<file path="src/rtl/byte_fifo_buffer.sv">
// rtl/byte_fifo_buffer.sv - circular byte FIFO with peek, sticky flags and CTS hysteresis
// Sits between the serial receiver and the SPI transmit sequencer.
module byte_fifo_buffer #(
  parameter int WIDTH   = 8,
  parameter int ADDR_W  = 5,
  parameter int CTS_OFF = 28,
  parameter int CTS_ON  = 16
) (
  input  logic              CLK,
  input  logic              RESET,
  input  logic              CLEAR,
  input  logic              LOAD,
  input  logic [WIDTH-1:0]  BYTEIN,
  input  logic              READ,
  output logic [WIDTH-1:0]  BYTEOUT,
  output logic              VALID,
  input  logic              PEEK,
  input  logic [ADDR_W-1:0] ADDR,
  output logic [WIDTH-1:0]  PEEKOUT,
  output logic              PEEK_VALID,
  input  logic              RTS,
  output logic              CTS,
  output logic [ADDR_W:0]   COUNT,
  output logic              FULL,
  output logic              EMPTY,
  output logic              OVERFLOW,
  output logic              UNDERFLOW
);

  localparam int DEPTH = 2**ADDR_W;
  localparam logic [ADDR_W:0] LP_DEPTH   = (ADDR_W+1)'(DEPTH);
  localparam logic [ADDR_W:0] LP_CTS_OFF = (ADDR_W+1)'(CTS_OFF);
  localparam logic [ADDR_W:0] LP_CTS_ON  = (ADDR_W+1)'(CTS_ON);

  logic [WIDTH-1:0]  r_mem [DEPTH];
  logic [ADDR_W-1:0] r_wr_ptr;
  logic [ADDR_W-1:0] r_rd_ptr;
  logic [ADDR_W:0]   r_count;
  logic [WIDTH-1:0]  r_byteout;
  logic [WIDTH-1:0]  r_peekout;
  logic              r_valid;
  logic              r_peek_valid;
  logic              r_overflow;
  logic              r_underflow;
  logic              r_grant;

  logic              w_empty;
  logic              w_full;
  logic              w_pop;
  logic              w_push;
  logic [ADDR_W:0]   w_count_nxt;
  logic [ADDR_W-1:0] w_peek_addr;

  assign w_empty     = (r_count == '0);
  assign w_full      = (r_count == LP_DEPTH);
  // CLEAR wins over every request in the same cycle.
  assign w_pop       = READ & ~w_empty & ~CLEAR;
  assign w_push      = LOAD & (~w_full | w_pop) & ~CLEAR;
  assign w_peek_addr = r_rd_ptr + ADDR;

  always_comb begin
    w_count_nxt = r_count;
    if (w_push && !w_pop)
      w_count_nxt = r_count + 1'b1;
    else if (w_pop && !w_push)
      w_count_nxt = r_count - 1'b1;
  end

  // Storage is deliberately not reset.
  always_ff @(posedge CLK) begin
    if (w_push)
      r_mem[r_wr_ptr] <= BYTEIN;
  end

  always_ff @(posedge CLK or posedge RESET) begin
    if (RESET) begin
      r_wr_ptr     <= '0;
      r_rd_ptr     <= '0;
      r_count      <= '0;
      r_byteout    <= '0;
      r_peekout    <= '0;
      r_valid      <= 1'b0;
      r_peek_valid <= 1'b0;
      r_overflow   <= 1'b0;
      r_underflow  <= 1'b0;
      r_grant      <= 1'b1;
    end else if (CLEAR) begin
      r_wr_ptr     <= '0;
      r_rd_ptr     <= '0;
      r_count      <= '0;
      r_byteout    <= '0;
      r_peekout    <= '0;
      r_valid      <= 1'b0;
      r_peek_valid <= 1'b0;
      r_overflow   <= 1'b0;
      r_underflow  <= 1'b0;
      r_grant      <= 1'b1;
    end else begin
      r_valid      <= w_pop;
      r_peek_valid <= 1'b0;
      if (w_pop) begin
        r_byteout <= r_mem[r_rd_ptr];
        r_rd_ptr  <= r_rd_ptr + 1'b1;
      end
      if (w_push)
        r_wr_ptr <= r_wr_ptr + 1'b1;
      if (PEEK) begin
        r_peekout    <= r_mem[w_peek_addr];
        r_peek_valid <= ({1'b0, ADDR} < r_count);
      end
      if (LOAD && w_full && !w_pop)
        r_overflow <= 1'b1;
      if (READ && w_empty)
        r_underflow <= 1'b1;
      r_count <= w_count_nxt;
      // Hysteresis: between the thresholds the grant holds its value.
      if (w_count_nxt >= LP_CTS_OFF)
        r_grant <= 1'b0;
      else if (w_count_nxt <= LP_CTS_ON)
        r_grant <= 1'b1;
    end
  end

  assign BYTEOUT    = r_byteout;
  assign VALID      = r_valid;
  assign PEEKOUT    = r_peekout;
  assign PEEK_VALID = r_peek_valid;
  assign COUNT      = r_count;
  assign FULL       = w_full;
  assign EMPTY      = w_empty;
  assign OVERFLOW   = r_overflow;
  assign UNDERFLOW  = r_underflow;
  assign CTS        = RTS & r_grant;

endmodule

</file>
<file path="config.mk">
export PLATFORM = sky130hd
export DESIGN_NAME = byte_fifo_buffer
export DESIGN_NICKNAME = d
export VERILOG_FILES = /design/src/rtl/byte_fifo_buffer.sv
export SDC_FILE = /design/constraint.sdc
export NUM_CORES = 1
export LEC_CHECK = 0
export BUFFER_PORTS_ARGS = -buffer_cell sky130_fd_sc_hd__buf_2
export CAP_MARGIN = 15
export CORE_MARGIN = 8
export CORE_UTILIZATION = 69
export CTS_BUF_LIST = sky130_fd_sc_hd__clkbuf_8
export DETAILED_ROUTE_END_ITERATION = 6
export PLACE_DENSITY = 0.87
export SLEW_MARGIN = 10
export SYNTH_ARGS = -nofsm -noshare
export SYNTH_HDL_FRONTEND = slang
export SYNTH_SLANG_ARGS = --single-unit
</file>
<file path="constraint.sdc">
create_clock -name CLK -period 7.52 [get_ports CLK]
set_clock_uncertainty 0.2 [all_clocks]
set_input_delay 1.128 -clock CLK [delete_from_list [all_inputs] [get_ports CLK]]
set_output_delay 1.128 -clock CLK [all_outputs]
set_load 0.005 [all_outputs]
</file>
==> impl_results.md, run 1 <==
* Status: complete, no violations
* CP Capture Type: flop
* Worst VDD drop at ~0.00017 V
* Worst slew pin tran at 1.07 ns
* Hold Startpoint: BYTEOUT[0]$_DFFE_PP0P_
* Insertion delay to the later sink of the worst-skew pair at 0.57 ns
* # DRC at 0
* Placed wire-length estimate at 22.5 mm
* Layout cells sized above 1 at 0.292
* Wirelength per Cell at a little over 30 um
* Total grt overflow at 0
* All-Layer GR Usage at 0.283
* Number of global-route vias before repair at 8642
* Sequential area share after synthesis at 0.612
* Final setup viols at 0
* Reg2reg end: PEEKOUT[0]$_DFFE_PP0P_
* Ys Warns at 0
* Number of diodes at 0
* Post-synthesis mux area share at 0.266
* R2R cell count at 8
* Cell variety after synth at 53
* Via count at around 8300
* Max Clk Rate at 236 MHz
* Layout Nets at 878
* CTS buffer count at 47
* Postcts setup bufs at 0
* RSZ-0062 raised after global routing: no
* Largest family of logic cells by synthesized area: multiplexers
* WHS Endpoint: BYTEOUT[0]$_DFFE_PP0P_
* Synth Net Count at just over 800
* Final core occ at 0.763
* Leak at 5.28 nW
* Antenna-violating nets left at 0
* FFs w/ async S/R, synth at 0.126
* CTS tree: built
* Syn_area_per_cell at 17.9 sq um
* Critical path class: reg2reg
* Cell count after synthesis at about 800
* IO Port Bufs at 48
* Layout area overhead at 9.04%
* Min-delay worst type: reg2reg
* CTS Hold Bufs at 0
* Die Y at approximately 160 um
* Slew Limit Fails at 0
* Floorplan core area at 20100 sq um
* Register bit count reported by yosys at roughly 290
* Clk root buf: clkbuf_8
* Worst Path Required at 7.72 ns
* Setup crit start kind: flop
* H-tree lvl count at 2
* Post-synth EDFFs at ~260
* Cell Rows at 52
* Number of max-cap violations at 0
* # clock sinks at a little under 300
* Initial Utilization at 0.700
* Die W at between 150 and 200 um
* Initial antenna violation count at 0
* Max_slew headroom at 0.285
* Fin crit share at 0.564
* Predominant post-synthesis flop cell: edfxtp_1
* Reg clk slew, reported paths at 0.06 ns
* Die area at 25200 sq um
* WHS Path Cells at 2
* Drt pass-1 iters at 6
* Setup TNS at 0 ns
* Critical Path AT at 4.44 ns
* 1st-iter DRT viols at 1157
* CTS resizes at 0
* Global-route wire length before repair at 53.6 mm
* Synthesized-area fraction occupied by and/or/nand/nor cells at 0.0503
* Maximum clock path buffer count at 3
* Final Hold Viols at 0
* Final Wtd Congestion at approximately 0.88
* XOR/XNOR share of the synthesized area at 0.0112
* PwrDens at 301 nW/um^2
* Final wirelength at 35.6 mm
* Post-synthesis adder-cell area fraction at 0.0156
* Largest net degree at the start of global routing at 58
* Mapped Area at 14100 sq um
* Reg-to-reg setup timing slack at roughly 3.3 ns
* Launching point of the worst reg2reg path: r_rd_ptr[0]$_DFFE_PP0P_
* Vias/cell at 7.30
* Compound-Gate Fraction of Synth Area at 0.0235
* CP max FO at 46
* Tmin final at 4.24 ns
* I/O Pins at just under 50
-- cell families (layout without fill, tap and decap cells) --
kind of cell               Yosys count  in the layout
xor gates and xnor gates            18             18
buffers and inverters               61            149
muxes                              200            200
and+or+nand+nor                    148            148
adders and majority gates           17             17
AOI/OAI and AO/OA                   48             48
DFF                                293            293
-- critical path, cell delays in order (launching register included) --
cell	delay, ns
dfrtp_4	0.73
ha_4	0.28
fa_2	0.88
buf_4	0.67
mux4_2	0.41
mux2i_1	0.31
mux2i_1	0.23
o22ai_1	0.21
nor3_1	0.09
-- registers in the layout, indices dropped and copies added, names as in the netlist --
register / cells
BYTEOUT: 8
COUNT: 6
OVERFLOW: 1
PEEKOUT: 8
PEEK_VALID: 1
UNDERFLOW: 1
VALID: 1
r_grant: 1
r_mem: 256
r_rd_ptr: 5
r_wr_ptr: 5
-- cell usage after synthesis (all sizes together), types with 3 or more instances --
cell type | count | share of area
o2111ai | 5 | 0.0031
o22ai | 10 | 0.0044
xnor2 | 10 | 0.0062
buf | 30 | 0.013
a21oi | 11 | 0.0042
edfxtp | 256 | 0.55
o21ai | 4 | 0.0014
dfrtp | 36 | 0.064
xor2 | 8 | 0.0050
nor2b | 7 | 0.0031
nand3 | 8 | 0.0032
nor2 | 64 | 0.017
nor3 | 9 | 0.0032
inv | 11 | 0.0029
nand2 | 34 | 0.0091
mux4 | 136 | 0.22
nand4 | 4 | 0.0018
clkbuf | 20 | 0.0053
nand4b | 3 | 0.0019
nand2b | 5 | 0.0022
mux2i | 62 | 0.044
nand3b | 3 | 0.0016
a21o | 5 | 0.0027
ha | 16 | 0.014
-- cells in the final DEF, fill, tap and decap left out, types with 4 or more instances in the layout --
cell type / synthesis / routed
clkinv_1: 0 / 8
nor3_1: 9 / 9
o2111ai_1: 5 / 5
clkinv_2: 0 / 4
mux2i_1: 62 / 62
dfrtp_1: 36 / 34
nand2_1: 34 / 34
buf_4: 4 / 9
mux4_1: 10 / 10
buf_2: 19 / 48
nand2b_1: 5 / 5
ha_1: 16 / 15
a21oi_1: 10 / 10
xor2_1: 8 / 8
inv_1: 11 / 26
clkbuf_8: 0 / 54
nor2b_1: 7 / 7
nand4_1: 4 / 4
nand3_1: 7 / 7
edfxtp_1: 256 / 256
o22ai_1: 10 / 10
xnor2_1: 10 / 8
nor2_1: 64 / 64
mux4_2: 126 / 126
a21o_1: 5 / 5
-- layout make-up --
cell class | count | area, sq um
Sequential cell | 293 | 8620
Multi-Input combinational cell | 431 | 5190
Fill cell | 1018 | 4760
Clock buffer | 54 | 743
Tap cell | 270 | 338
Timing Repair Buffer | 57 | 308
Clock inverter | 27 | 106
Inverter | 11 | 41.3
-- metal layers --
layer	global-route usage	vias to the layer above	part of all wire
met5	0	-	0
met4	0.141	0	0.048
met3	0.0781	119	0.12
met2	0.440	670	0.48
met1	0.364	4223	0.35
li1	-	3332	-
-- per-stage QoR --
stage               setup slack [ns]  cells  area [sq um]  hold WS, ns  power [mW]
floorplan                       3.97    785         14100        0.267        3.00
global placement                3.09   1062         14500        0.260        3.31
detailed placement              2.99   1062         14500        0.267        3.37
CTS                             3.33   1143         15300        0.286        4.61
global route                    3.16   1143         15300        0.307        4.77
finish                          3.28   1143         15300        0.291        4.62
-- power by group --
group | switching [mW] | internal [mW]
Clock | 0.603 | 0.648
Combinational | 0.740 | 0.727
Sequential | 0.0918 | 1.81
-- worst max path at each step --
stage,start,end
floorplan,ADDR[0],PEEKOUT[2]$_DFFE_PP0P_
global placement,ADDR[0],PEEKOUT[0]$_DFFE_PP0P_
detailed placement,ADDR[0],PEEKOUT[0]$_DFFE_PP0P_
CTS,r_rd_ptr[0]$_DFFE_PP0P_,PEEKOUT[0]$_DFFE_PP0P_
global route,r_rd_ptr[0]$_DFFE_PP0P_,PEEKOUT[0]$_DFFE_PP0P_
finish,r_rd_ptr[0]$_DFFE_PP0P_,PEEKOUT[0]$_DFFE_PP0P_
Note: power is estimated with default switching activity, not from simulation.
==> run 2: changes to the inputs <==
--- a/config.mk
+++ b/config.mk
@@ -8,10 +8,10 @@
 export BUFFER_PORTS_ARGS = -buffer_cell sky130_fd_sc_hd__buf_2
 export CAP_MARGIN = 15
 export CORE_MARGIN = 8
-export CORE_UTILIZATION = 69
+export CORE_UTILIZATION = 64
 export CTS_BUF_LIST = sky130_fd_sc_hd__clkbuf_8
 export DETAILED_ROUTE_END_ITERATION = 6
-export PLACE_DENSITY = 0.87
+export PLACE_DENSITY = 0.82
 export SLEW_MARGIN = 10
 export SYNTH_ARGS = -nofsm -noshare
 export SYNTH_HDL_FRONTEND = slang
==> constraint.sdc (replaced) <==
create_clock -name CLK -period 4.3 [get_ports CLK]
set_clock_uncertainty 0.2 [all_clocks]
set_input_delay 0.645 -clock CLK [delete_from_list [all_inputs] [get_ports CLK]]
set_output_delay 0.645 -clock CLK [all_outputs]
set_load 0.005 [all_outputs]
==> impl_results.md, run 2 (synthesized netlist as in run 1, its figures left out) <==
* Comb power frac at 0.336 (+0.019)
* Most Crowded Layer GR: met2
* Number of max-cap violations at 0 (unchanged)
* Worst Setup Slack post-DPL at 0.825 ns (-2.16 ns)
* Final wirelength at 34.6 mm (-2.6%)
* Fin crit share at 0.767 (+0.203)
* Max Clk Rate at 303 MHz (+29%)
* Fin cells at 1163 (+1.7%)
* CTS buffer count at 46 (-2.1%)
* Met1 usage at 0.345 (-0.0196)
* Initial antenna violation count at 1 (+1)
* PwrDens at 525 nW/um^2 (+74%)
* Post-route cell area at 15500 sq um (+0.85%)
* Final Wtd Congestion at 0.903 (+2.7%)
* Overall Power at 8.12 mW (+76%)
* Net Sw Frac at 0.312 (+0.00119)
* Reg clk slew, reported paths at 0.07 ns (about the same)
* Hold Slack at 0.275 ns (-0.0164 ns)
* Critical path class: reg2reg
* Cell Rows at 54 (+3.8%)
* Slew Limit Fails at 0 (unchanged)
* Final core occ at 0.714 (-0.0497)
* Max_slew headroom at 0.264 (-0.0213)
* Most common cell after layout, fill and taps aside: edfxtp_1
* Status: complete, no violations
* Biggest register: r_mem
* 1st-iter DRT viols at 1061 (-8.3%)
* Final setup viols at 0 (unchanged)
* Max reg flops at 256 (unchanged)
* Clock power share at 0.263 (-0.008)
* Largest net degree at the start of global routing at 68 (+17%)
* Pint at 5.59 mW (+75%)
* IO Port Bufs at 48 (unchanged)
* Tmin final at 3.30 ns (-0.943 ns)
* GR Layer Usage met2 at 0.414 (-0.0258)
* NetSw at 2.53 mW (+76%)
* Worst VDD drop at 0.000442 V (+160%)
* Die W at 164 um (+3.4%)
* Antenna-violating nets left at 0 (unchanged)
* Via count at 8117 (-2.7%)
* Placed cell areas at 14600 sq um (+0.78%)
* Drt pass-1 iters at 6 (unchanged)
* Die area at 27000 sq um (+7.0%)
* Worst slew pin tran at 1.10 ns (+0.0318 ns)
* Initial Utilization at 0.649 (-0.0511)
* RSZ-0062 raised after global routing: no
* Setup ws final at 1.00 ns (-2.28 ns)
* Die Y at 164 um (+3.4%)
* Vias/cell at 6.98 (-4.4%)
* All-Layer GR Usage at 0.262 (-0.0209)
* Layout cells sized above 1 at 0.296 (+0.00349)
* # DRC at 0 (unchanged)
* Maximum clock path buffer count at 3 (unchanged)
* Placed Cells at 1077 (+1.4%)
* H-tree lvl count at 2 (unchanged)
* Global-route wire length before repair at 51.6 mm (-3.7%)
* Insertion delay to the later sink of the worst-skew pair at 0.55 ns (-0.02 ns)
* Leak at 5.30 nW (+0.48%)
* Layout area overhead at 9.97%
* Number of diodes at 0 (unchanged)
* Most frequent cells in the layout: edfxtp_1 (256), mux4_2 (126), nor2_1 (64)
* Worst Path Required at 4.56 ns (-3.16 ns)
* Wirelength per Cell at 29.8 um (-4.3%)
* Number of global-route vias before repair at 8365 (-3.2%)
* CTS tree: built
* I/O Pins at 49 (unchanged)
* CTS resizes at 0 (unchanged)
* Setup crit start kind: flop
* Routing usage on met3 at 0.0757 (-0.00239)
* Placed wire-length estimate at 22.6 mm (+0.45%)
* Setup TNS at 0 ns (unchanged)
* CP Capture Type: flop
* Clk root buf: clkbuf_8
* Critical Path AT at 3.56 ns (-0.88 ns)
* Min-delay worst type: in2reg
* Total grt overflow at 0 (unchanged)
* CP max FO at 20 (-57%)
* Final Hold Viols at 0 (unchanged)
* # clock sinks at 293 (unchanged)
* Sequential share of power at 0.401 (-0.011)
* Layout Nets at 884 (+0.68%)
* Floorplan core area at 21700 sq um (+7.9%)
[run 2: cell types whose count changed in the layout (fill, tap and decap cells not counted), sizes merged]
cell         previous run  this run
clkbuf                 54        47
clkinv                 12        25
buf                    57        63
inv                    26        20
dlygate4sd3             0         1
bufinv                  0         1
clkinvlp                0         2
[run 2: timing repair]
action                                  in CTS  in global routing
endpoints found under the setup margin       0                  0
buffers inserted                             0                  0
hold buffers                                 0                  1
endpoints found under the hold margin        0                  5
[run 2: final timing paths]
check / from / to / slack, ns / depth (start not counted)
max: r_rd_ptr[1]$_DFFE_PP0P_ / PEEKOUT[6]$_DFFE_PP0P_ / 1.00 / 8
min: PEEK / PEEK_VALID$_DFF_PP0_ / 0.28 / 2
max reg2reg: r_rd_ptr[1]$_DFFE_PP0P_ / PEEKOUT[6]$_DFFE_PP0P_ / 1.00 / 8
min reg2reg: BYTEOUT[3]$_DFFE_PP0P_ / BYTEOUT[3]$_DFFE_PP0P_ / 0.28 / 2
max in group asynchronous: RESET / r_grant$_DFFE_PP1P_ / 2.74 / 5
min in group asynchronous: RESET / PEEKOUT[6]$_DFFE_PP0P_ / 0.41 / 3
[run 2: layout make-up]
cell class | instances | area, sq um
Fill cell | 1286 | 6210
Clock buffer | 47 | 647
Inverter | 11 | 41.3
Tap cell | 280 | 350
Timing Repair Buffer | 64 | 445
Sequential cell | 293 | 8620
Clock inverter | 37 | 183
Multi-Input combinational cell | 431 | 5190
[run 2: power groups by stage]
stage          Sequential (mW)  Combinational, mW  Clock, mW
4_1_cts                   3.25               2.73       2.15
3_3_place_gp              3.30               2.67          0
3_5_place_dp              3.31               2.71          0
5_1_grt                   3.26               2.89       2.26
6_report                  3.25               2.73       2.14
2_1_floorplan             3.28               1.97          0
[run 2: worst max-delay path, stage by stage (launching register included)]
cell	delay [ns]
dfrtp_2	0.64
ha_1	0.39
a21o_1	0.11
a21oi_1	0.10
xnor2_2	0.77
buf_4	0.30
mux2i_1	0.36
o22ai_1	0.13
nor3_1	0.19
[run 2: routing by layer]
layer | part of all wire | wire, um
met1 | 0.37 | 12900
met2 | 0.48 | 16600
met3 | 0.11 | 3970
met4 | 0.031 | 1090
met5 | 0.00029 | 10
